===== src/rtl/seq_detect_pkg.sv =====
// seq_detect_pkg: shared sizing and matching helpers for the serial pattern detector
package seq_detect_pkg;
  localparam int MAX_W = 64;
  function automatic int len_w(int w);
    return $clog2(w + 1);
  endfunction
  function automatic int clamp_len(int len, int w);
    return (len < 1) ? 1 : (len > w) ? w : len;
  endfunction
  // Compares only the low len bits; len == MAX_W wraps the shift to an all-ones mask
  function automatic logic pat_match(logic [MAX_W-1:0] hist, logic [MAX_W-1:0] pat, int len);
    logic [MAX_W-1:0] mask;
    mask = (MAX_W'(1) << len) - MAX_W'(1);
    return ((hist ^ pat) & mask) == '0;
  endfunction
endpackage


===== src/rtl/sat_counter.sv =====
// sat_counter: saturating up-counter with clear taking priority over increment
module sat_counter #(
  parameter int W = 16
) (
  input  logic         clk,
  input  logic         rst,
  input  logic         inc_i,
  input  logic         clr_i,
  output logic [W-1:0] cnt_o
);
  logic [W-1:0] cnt_q, cnt_d;
  always_comb cnt_d = clr_i ? '0 : (inc_i && !(&cnt_q)) ? cnt_q + W'(1) : cnt_q;
  always_ff @(posedge clk) cnt_q <= rst ? '0 : cnt_d;
  assign cnt_o = cnt_q;
endmodule


===== src/rtl/seq_detect_param.sv =====
// seq_detect_param: runtime-configurable serial pattern detector with registered match pulse
module seq_detect_param
  import seq_detect_pkg::*;
#(
  parameter int                     PATTERN_W     = 8,
  parameter int                     CNT_W         = 16,
  parameter logic [PATTERN_W-1:0]   RESET_PATTERN = PATTERN_W'(8'b0000_1111),
  parameter int                     RESET_LEN     = 4
) (
  input  logic                           clk,
  input  logic                           reset,
  input  logic                           din_valid,
  input  logic                           din,
  input  logic                           cfg_load,
  input  logic [PATTERN_W-1:0]           cfg_pattern,
  input  logic [len_w(PATTERN_W)-1:0]    cfg_len,
  input  logic                           cfg_overlap,
  input  logic                           cnt_clr,
  output logic                           dout,
  output logic [CNT_W-1:0]               match_count
);
  localparam int LEN_W = len_w(PATTERN_W);
  logic [PATTERN_W-1:0] hist_q, hist_d, hist_n, pat_q, pat_d;
  logic [LEN_W-1:0]     fill_q, fill_d, fill_inc, len_q, len_d;
  logic                 hit_q, hit_d, dout_q, ovl_q, ovl_d, accept, match;
  always_comb begin
    accept   = din_valid && !cfg_load;
    hist_n   = {hist_q[PATTERN_W-2:0], din};
    fill_inc = (fill_q == LEN_W'(PATTERN_W)) ? fill_q : fill_q + LEN_W'(1);
    match    = (fill_inc >= len_q) && pat_match(MAX_W'(hist_n), MAX_W'(pat_q), int'(len_q));
    hist_d   = accept ? hist_n : hist_q;
    // Non-overlapping mode restarts the fill count so the next match needs len fresh bits
    fill_d   = cfg_load ? '0 : !accept ? fill_q : (match && !ovl_q) ? '0 : fill_inc;
    hit_d    = accept && match;
    pat_d    = cfg_load ? cfg_pattern : pat_q;
    len_d    = cfg_load ? LEN_W'(clamp_len(int'(cfg_len), PATTERN_W)) : len_q;
    ovl_d    = cfg_load ? cfg_overlap : ovl_q;
  end
  always_ff @(posedge clk) begin
    if (reset) begin
      hist_q <= '0;
      fill_q <= '0;
      hit_q  <= 1'b0;
      dout_q <= 1'b0;
      pat_q  <= RESET_PATTERN;
      len_q  <= LEN_W'(RESET_LEN);
      ovl_q  <= 1'b1;
    end else begin
      hist_q <= hist_d;
      fill_q <= fill_d;
      hit_q  <= hit_d;
      dout_q <= hit_q;
      pat_q  <= pat_d;
      len_q  <= len_d;
      ovl_q  <= ovl_d;
    end
  end
  sat_counter #(.W(CNT_W)) u_cnt (
    .clk   (clk),
    .rst   (reset),
    .inc_i (hit_q),
    .clr_i (cnt_clr),
    .cnt_o (match_count)
  );
  assign dout = dout_q;
endmodule


===== config.mk =====
export PLATFORM = sky130hd
export DESIGN_NAME = seq_detect_param
export DESIGN_NICKNAME = d
export VERILOG_FILES = /design/src/rtl/seq_detect_pkg.sv /design/src/rtl/sat_counter.sv /design/src/rtl/seq_detect_param.sv
export SDC_FILE = /design/constraint.sdc
export NUM_CORES = 1
export LEC_CHECK = 0
export CAP_MARGIN = 20
export CORE_ASPECT_RATIO = 1.5
export CORE_MARGIN = 5
export CORE_UTILIZATION = 53
export DETAILED_ROUTE_END_ITERATION = 12
export PLACE_DENSITY = 0.79
export SYNTH_ARGS = -nofsm -noshare
export SYNTH_HDL_FRONTEND = slang
export SYNTH_SLANG_ARGS = --single-unit

===== constraint.sdc =====
create_clock -name clk -period 3.2 [get_ports clk]
set_clock_uncertainty 0.15 [all_clocks]
set_input_delay 0.64 -clock clk [delete_from_list [all_inputs] [get_ports clk]]
set_output_delay 0.64 -clock clk [all_outputs]
set_load 0.01 [all_outputs]

==> Word level (Yosys, flattened, before mapping) <==
Cells that the tools add are included.
{ "word_totals": {"register_bits": 42, "inputBits": 19, "output_inout_bits": 17, "wordCells": 34} }
{ "op_classes": {"n_addsub": 3, "n_lt_le_gt_ge": 3, "n_eq_ne": 1, "n_shift": 1, "mux": 4, "bitwise_logic": 2, "reduce_logical": 12} }
{ "ops": {"columns": ["cell", "count"], "rows": [
  ["AND 8 x 64 -> 64 bit", 1],
  ["logical NOT 64 bit", 1],
  ["left shift 1 x 4 -> 64 bit, first input constant", 1],
  ["subtractor 64 x 2 -> 64 bit, second input constant", 1],
  ["adder 16 x 1 -> 16 bit, second input constant", 1],
  ["2-to-1 mux 4 bit", 4],
  ["AND reduction 16 bit", 1],
  ["XOR 8 bit", 1],
  ["logical AND 1 bit", 5],
  ["adder 4 x 1 -> 4 bit, second input constant", 1],
  ["== test 4 bit, second input constant", 1],
  [">= comparator 4 bit", 1],
  ["> comparator 4 bit, second input constant", 1],
  ["< comparator 4 x 1 -> 1 bit, second input constant", 1],
  ["OR reduction 2 bit", 2],
  ["logical NOT 1 bit", 3]
]} }

==> Logic depth before layout (Yosys ltp) <==
Gate-level depths: netlist of run 1.
{ "depth": {"word_depth": 7, "mapped_depth": 11, "mapped_depth_nobuf": 11} }

==> By module <==
From an unflattened synthesis of run 1, not the netlist that was laid out.
{ "hier_totals": {"cells_unflattened": 262, "area_unflattened_um2": 2233.4} }
{ "by_module_without_submodules": {"columns": ["mod", "n_inst", "cells_per_inst", "area_each_um2", "seq_area_each_um2"], "rows": [
  ["seq_detect_param", 1, 152, 1308.8, 520.5],
  ["sat_counter", 1, 110, 924.6, 320.3]
]} }

==> Worst setup path before layout of run 1 <==
OpenSTA, ideal clock, no wires.
{ "synth_path": {"kind": "register -> register", "start": "register fill_q[0]", "end": "register fill_q[0]", "setup_time_ps": 140, "arrival_time_ps": 2193, "required_time_ps": 2910, "path_slack_ps": 716, "path_stages_with_launch": 12, "n_path_buf": 0, "period_less_slack_ps": 2484, "cell_sequence": "dfxtp_1 -> inv_1 -> ha_1 -> nand2_1 -> nor2_1 -> xnor2_1 -> ha_1 -> nand2b_1 -> a2111oi_0 -> or4b_1 -> a311oi_2 -> a2111oi_0"} }
{ "synth_via": {"elab_chain_len": 6, "elab_cells_between_ends": 7, "cone_classes": "add/sub (1); order compare (1); eq/ne (1); mux (2); reduce/logical (2)"} }
{ "synth_lines": {"columns": ["item", "line_no", "text"], "rows": [
  ["from (decl)", "seq_detect_param.sv:24", "logic [LEN_W-1:0] fill_q, fill_d, fill_inc, len_q, len_d;"],
  ["from (signal assigned)", "seq_detect_param.sv:50", "fill_q <= fill_d;"],
  ["adder 4 x 1 -> 4 bit or == test 4 bit (tied branches)", "seq_detect_param.sv:29", "fill_inc = (fill_q == LEN_W'(PATTERN_W)) ? fill_q : fill_q + LEN_W'(1);"],
  ["2-to-1 mux 4 bit (*)", "seq_detect_param.sv:29", null],
  [">= comparator 4 bit", "seq_detect_param.sv:30", "match = (fill_inc >= len_q) && pat_match(MAX_W'(hist_n), MAX_W'(pat_q), int'(len_q));"],
  ["logical AND 1 bit", "seq_detect_param.sv:30", null],
  ["logical AND 1 bit", "seq_detect_param.sv:33", "fill_d = cfg_load ? '0 : !accept ? fill_q : (match && !ovl_q) ? '0 : fill_inc;"],
  ["2-to-1 mux 4 bit (*)", "seq_detect_param.sv:33", null]
]} }
Every way passes the cells marked *; elsewhere a longest branch is shown, timed or not.
A chain may end at the register's enable or synchronous reset.

==> Final worst setup path of run 1 <==
{ "layout_path": {"start": "register fill_q[0]", "end": "register fill_q[1]"} }
The elaborated chain is that of the path after synthesis.

==> metrics list, run 1 <==
- Run status: finished, final reports clean
* End point of the critical path: fill_q[1]
- Number of vias in the routed layout: 1931
* Power, Total: 1.07 mW
- Clock-pin slew on the worst setup and hold paths: 80 ps
* Synth-to-layout area growth: 21.9%
- Net count of the finished layout: 318
- Global routing finished with a remaining overflow of 0.
- The tool flagged a number of max-cap violations equal to 0.
- Placeable Area: 3960 sq um
* Origin of the critical flop-to-flop path: fill_q[0]
- Share of the core filled with cells in the final layout: 67.4%
- Number of inserted filler cells in the final layout: 345
- In the final routed layout, each cell accounts on average for 14.0 microns.
- After technology mapping, the gate count stands at 257.
* Initial antenna violation count: 0
* Via count of the first global-routing pass: 1883
- Share of synthesized area occupied by flip-flops and latches: 38.4%
- Once detail routing completed, the nets flagged for antenna violations numbered 0.
* Maximum number of pins on one net before global-route repair: 22
* Final setup violation count: 0
- The synthesized design spends more area on one cell type than any other, namely dfxtp_1.
* CTS tree: yes
* Power per cell area: 399 nW/um^2
- The floorplan step defined a die boundary enclosing 5540 sq um.
- Cell types occupying the most area after synthesis: dfxtp_1 38%, nand2_1 5.8%, mux2i_1 5.5%
- After synthesis, the largest area contributor takes up 38.4% of total cell area.
* Highest attainable clock frequency: 350 MHz
- Number of placed I/O pins: 36
* Number of antenna cells inserted: 0
* Final count of pins violating max slew: 0
- The first detailed-routing pass took 4 iterations.
- Min-Delay Path Class: reg -> reg
- The worst setup path is launched from a flop.
- After detailed routing, the total wire length is 4730 microns.
* Maximum number of buffers from clock root to sink: 2
- Cell count of the worst reg-to-reg path: 11
* TritonCTS buffer count: 5
- Register Area: 841 sq um
- Buffer cell driving the clock tree root: clkbuf_8
- CP max FO: 5
* FF-to-FF setup slack: 350 ps
* Seq cells post-synth: 42
- Total of warnings raised by yosys: 0
* Leading register cell type out of synthesis: dfxtp_1
* Number of input and output port buffers inserted: 35
- The clock net in this run drives a total of 42 sinks.
- Placer Congestion: 0.844
- Starting density of the core: 55.3%
* Netlist area before placement: 2190 sq um
* TNS Setup: 0 ps
* Via density per instance: 5.73
- Post-DP HPWL: 3590 microns
- Worst voltage drop across the vdd grid: 0.385 mV
* Share of layout cells above drive strength 1: 5.48%
* Data arrival time of the worst path: 2850 ps
* Number of different library cells in the post-synthesis netlist: 42
- Across all setup checks in the final design, the least slack found is 346 ps.
- At the placement stage, the worst setup path has a slack of 369 ps.
* Starting DRC count in detailed routing: 69
- Global routing consumed, over all layers together, 17.8% of the routing resources.
- The floorplan has 28 rows.
- For this run, asynchronously set or reset flops after synthesis account for 0%.
- The number of hold violations in the final report came to 0.
* Overall die height: 88.7 microns
- Critical Path Start: fill_q[0]
* Wire length of the first global-routing pass: 7980 microns
- Drt drc: 0
* # H-tree levels: 2
- RSZ-0062 raised after global routing: false
- The number of nets handed over by synthesis was 284.
* Type of the setup path with the least slack: reg -> reg
- Time the final worst path needs with I/O delays and setup: 2850 ps
* Leakage component of the power: 0.995 nW
- Hold-critical path depth: 2
* Number of hold buffers added after CTS: 0
- Yosys mapped a number of flops with a built-in enable equal to 0.
* Synthesized area divided by synthesized cell count: 8.51 sq um
* Endpoint of the most critical register-to-register path: fill_q[1]
* Chip Width: 62.5 microns
- CTS-repair resized insts: 0
- Summing all multi-input logic gate instances after layout gives 1230 sq um.
- After clock tree synthesis, the setup repair step added 0 buffers.
* Worst slew margin relative to its limit: 68.6%
* Critical path endpoint category: flop
- The clock reaches the later pin of the worst-skew pair after 290 ps.
- Of the available clock period, the critical path in the final layout requires 89.2%.
* CP required: 3200 ps
* Actual slew at the worst max-slew pin: 459 ps
==> critical path, stage by stage (launching register included) <==
cell and delay [ps]:
dfxtp_1 370, inv_1 100, ha_1 200, nand2_1 90
nor2_1 60, xnor2_1 150, ha_1 240, nand2b_1 130
a2111oi_0 420, or4b_1 200, a311oi_2 60, a2111oi_0 520
==> cells in the mapped netlist, types with 2 or more instances <==
master / count
xor2_1: 13
buf_6: 2
nand4_1: 8
inv_1: 13
a2111oi_0: 5
dfxtp_1: 42
nor2_1: 32
nand2b_1: 3
clkbuf_1: 7
and3_1: 2
a31oi_1: 2
nor2b_1: 2
nor3_1: 4
nor4_1: 3
o211a_1: 2
nand3_1: 7
o21ai_0: 3
buf_2: 3
mux2i_1: 12
xnor2_1: 10
o211ai_1: 4
ha_1: 8
a21oi_1: 13
o22ai_1: 2
and4_1: 2
nand2_1: 34
o221ai_1: 2
nor3b_1: 2
and2_1: 2
==> sequential cells by signal (all words and copies together) (netlist names) <==
| signal | cells |
|---|---|
| u_cnt.cnt_o | 16 |
| dout | 1 |
| hist_q | 7 |
| len_q | 4 |
| pat_q | 8 |
| fill_q | 4 |
| ovl_q | 1 |
| hit_q | 1 |
==> layer usage <==
metal	GRT usage, %	up-vias	share of wire [%]
met4	7.53	0	2.6
met5	0	-	0
li1	-	969	-
met3	4.96	13	4.4
met2	36.2	42	56
met1	16.3	907	37
==> logic make-up (layout without fill, tap and decap cells) <==
logic type,Yosys count,count (layout),synth area share [%]
and+or+nand+nor,106,106,23.6
DFF,42,42,38.4
AOI/OAI and AO/OA,41,41,13.6
xor gates and xnor gates,23,23,9.21
buffers and inverters,25,60,5.15
adders and majority gates,8,8,4.57
muxes,12,12,5.49
==> cell usage in the layout, fill, tap and decap left out, types with 2 or more instances in the layout <==
cell type,synthesis,layout
inv_1,13,13
and3_1,2,2
o221ai_1,2,2
o211a_1,2,2
nand3_1,7,7
and4_1,2,2
o21ai_0,3,3
nor3_1,4,4
nand4_1,8,8
xor2_1,13,13
a31oi_1,2,2
nand2_1,34,34
nand2b_1,3,3
nor2_1,32,32
o22ai_1,2,2
xnor2_1,10,10
ha_1,8,8
mux2i_1,12,12
buf_4,0,4
clkbuf_8,0,5
nor3b_1,2,2
o211ai_1,4,4
clkbuf_1,7,2
a21oi_1,13,13
and2_1,2,2
nor4_1,3,3
dfxtp_1,42,42
nor2b_1,2,2
clkdlybuf4s50_1,0,35
a2111oi_0,5,5
==> where the power goes <==
group	leakage (nW)	total, mW	switching (mW)	internal (mW)
Clock	0.0524	0.408	0.175	0.233
Combinational	0.601	0.108	0.0515	0.0563
Sequential	0.341	0.550	0.0159	0.534
==> per-stage QoR <==
step           cell area (sq um)  hold slack, ps  instances
6_report                    2670             326        337
5_1_grt                     2670             348        337
4_1_cts                     2670             325        337
3_5_place_dp                2560             314        329
3_3_place_gp                2560             307        329
2_1_floorplan               2190             298        257
==> worst min path at each step <==
stage / endpoint / startpoint / slack (ps)
CTS: hist_q[6] / hist_q[6] / 330
floorplan: hist_q[6] / hist_q[6] / 300
detailed placement: hist_q[6] / hist_q[6] / 310
global placement: hist_q[6] / hist_q[6] / 310
finish: hist_q[6] / hist_q[6] / 330
global route: hist_q[6] / hist_q[6] / 350
==> cell type report <==
type	count	share of cell area, %
multi-input cells	190	46.3
repair buffers	39	14.3
clock buffers	7	2.86
clock inverters	1	1.13
inverters	13	1.83
well taps	45	2.11
flip-flops and latches	42	31.5
No activity file was read; power rests on OpenSTA's default activity.
==> run 2, diff against run 1 <==
--- a/config.mk
+++ b/config.mk
@@ -7,7 +7,7 @@
 export LEC_CHECK = 0
 export CAP_MARGIN = 20
 export CORE_ASPECT_RATIO = 1.5
-export CORE_MARGIN = 5
+export CORE_MARGIN = 4
 export CORE_UTILIZATION = 53
 export DETAILED_ROUTE_END_ITERATION = 12
 export PLACE_DENSITY = 0.79
==> run 2 against run 1 <==
Sequential power barely moved. Routed wire length decreased by 0.11%. Sequential share of layout area decreased by 0.074 points. Design area up 0.23%. Highest routed layer unchanged. Critical path depth did not move. Critical path type unchanged.
==> metrics list, run 2 (synthesis gave the netlist of run 1 again) <==
* Overall die height: 86.7 microns
- The region available for standard cell placement spans 3960 sq um.
* Final worst slack: 425 ps
- Setup repair after global routing left no endpoint under its margin.
* Number of hold violations in the final report: 0
- Clock group share of total power: 39.5%
* Share of layout cells above drive strength 1: 5.84%
- Number of placed I/O pins: 36
- Entering global routing, the biggest net connects 22 pins.
- Data arrival time of the worst path: 2780 ps
* Drt drc: 0
- In this run the deepest clock path goes through 2 buffers.
- Wire length of the first global-routing pass: 8200 microns
- Along the worst path, the maximum fanout reaches 5.
* Type of origin of the critical path: flop
- Endpoint of the most critical register-to-register path: fill_q[1]
* FF-to-FF setup slack: 430 ps
* Chip Width: 60.5 microns
- CTS tree: yes
* Antenna Violating Nets Remaining: 0
- Starting DRC count in detailed routing: 56
- Total of max-cap violations: 0
- Time the final worst path needs with I/O delays and setup: 2770 ps
* Most common library cell in the layout ignoring fill and taps: dfxtp_1
- Before antenna repair, the detailed router went through 7 iterations.
- Worst slew margin relative to its limit: 66.6%
* Cell count of the worst reg-to-reg path: 11
* Clock-pin slew on the worst setup and hold paths: 80 ps
- Final setup violation count: 0
* CTS-repair resized insts: 0
- Starting density of the core: 55.3%
- Final worst hold slack: 336 ps
- The count of buffers added on input and output ports is 35.
- The worst setup path is of the reg -> reg kind.
- Buffer cell driving the clock tree root: clkbuf_8
* Power per cell area: 406 nW/um^2
* # H-tree levels: 2
- For this run, the number of standard cells in the final layout without fillers is 336.
* Via count of the first global-routing pass: 1888
- TNS Setup: 0 ps
* Number of inserted filler cells in the final layout: 321
- After legalization and detailed placement, the total HPWL measured 3510 microns.
- For this run the aggregate overflow at the end of global routing stands at 0.
- Final count of pins violating max slew: 0
- The run finished with clean final reports.
- Count of placed standard cells including taps: 329
* Design internal power: 0.840 mW
* Min-Delay Path Class: reg -> reg
- Timing analysis after detailed placement gives a worst setup slack of 421 ps.
* Synth-to-layout area growth: 22.2%
- The final route contains 1928 vias.
* Number of flip-flops under the largest register name: 16
- The initialized floorplan defines 28 standard-cell rows.
- At the later pin of the worst-skew pair, clock insertion delay measures 300 ps.
- Actual slew at the worst max-slew pin: 497 ps
- Placer Congestion: 0.851
- Most frequent cells in the layout: 42 x dfxtp_1, 35 x clkdlybuf4s50_1, 34 x nand2_1
- Static timing analysis puts the maximum clock frequency at 360 MHz.
- TritonCTS buffer count: 5
* Share of the cycle needed by the critical path after routing: 86.7%
- Across the VDD grid, the largest voltage drop is 0.466 mV.
* Routed length per instance: 14.1 microns
- Proportion of power drawn by combinational gates: 10.0%
- CP required: 3200 ps
- Critical Path Start: fill_q[0]
* End point of the critical path: fill_q[1]
- Dividing the detail-routed via count by the number of cells gives 5.74.
* Number of hold buffers added after CTS: 0
- Clock net sink count: 42
* Origin of the critical flop-to-flop path: fill_q[0]
* Critical path endpoint category: flop
- In this run the power spent charging and discharging nets is 0.247 mW.
- The final layout contains 318 nets.
- Share of power burned in registers: 50.6%
- The initial antenna violation count came to 0.
* Total routed wirelength: 4730 microns
* Leakage component of the power: 1.00 nW
- Power, Total: 1.09 mW
- In this run switching power makes up 22.7% of total power.
- The number of antenna diodes in the final layout is 0.
- # Post-CTS Setup Buffers: 0
- Aggregate global-route resource usage: 20.2%
* Total die area: 5240 sq um
run 2: cell types whose count changed in the layout (fill, tap and decap cells not counted), sizes merged:
| cell | previous run | this run |
|---|---|---|
| clkbuf | 7 | 6 |
run 2: stage by stage:
stage,util (%),instance area [sq um]
2_1_floorplan,-,2190
3_3_place_gp,64.7,2560
3_5_place_dp,64.7,2560
4_1_cts,67.5,2670
5_1_grt,67.5,2670
6_report,67.5,2670
run 2: routing by layer:
| metal | track usage, % | vias up | wire length [microns] |
|---|---|---|---|
| li1 | - | 965 | - |
| met1 | 21.9 | 892 | 1850 |
| met2 | 35.5 | 54 | 2510 |
| met3 | 3.87 | 17 | 192 |
| met4 | 10.8 | 0 | 176 |
| met5 | 0 | - | 0 |
run 2: final cells by class:
type	count	area [sq um]	share of cell area, %
clock inverters	1	30.0	1.12
flip-flops and latches	42	841	31.4
inverters	13	48.8	1.82
multi-input cells	190	1230	46.2
clock buffers	6	82.6	3.09
well taps	45	56.3	2.11
repair buffers	39	380	14.2
run 2: how the worst min path moves through the flow:
| stage | endpoint | from | slack, ps | depth (start not counted) |
|---|---|---|---|---|
| 5_1_grt | hist_q[6] | hist_q[6] | 360 | 2 |
| 6_report | hist_q[6] | hist_q[6] | 340 | 2 |
| 3_5_place_dp | hist_q[4] | hist_q[3] | 330 | 2 |
| 3_3_place_gp | hist_q[6] | hist_q[6] | 310 | 2 |
| 4_1_cts | hist_q[4] | hist_q[3] | 340 | 2 |
| 2_1_floorplan | hist_q[6] | hist_q[6] | 300 | 2 |
run 2: power by group through the flow:
| stage | registers (mW) | clock network, mW | logic [mW] |
|---|---|---|---|
| after floorplan | 0.553 | 0 | 0.0749 |
| after global placement | 0.561 | 0 | 0.106 |
| after detailed placement | 0.562 | 0 | 0.109 |
| after CTS | 0.549 | 0.437 | 0.109 |
| after global routing | 0.552 | 0.461 | 0.121 |
| final | 0.550 | 0.429 | 0.108 |
run 2: worst max-delay path, stage by stage, from the launching register on:
cell	delay, ps
dfxtp_1	370
inv_1	100
ha_1	210
nand2_1	100
nor2_1	60
xnor2_1	130
ha_1	260
nand2b_1	130
a2111oi_0	360
or4b_1	190
a311oi_2	60
a2111oi_0	510
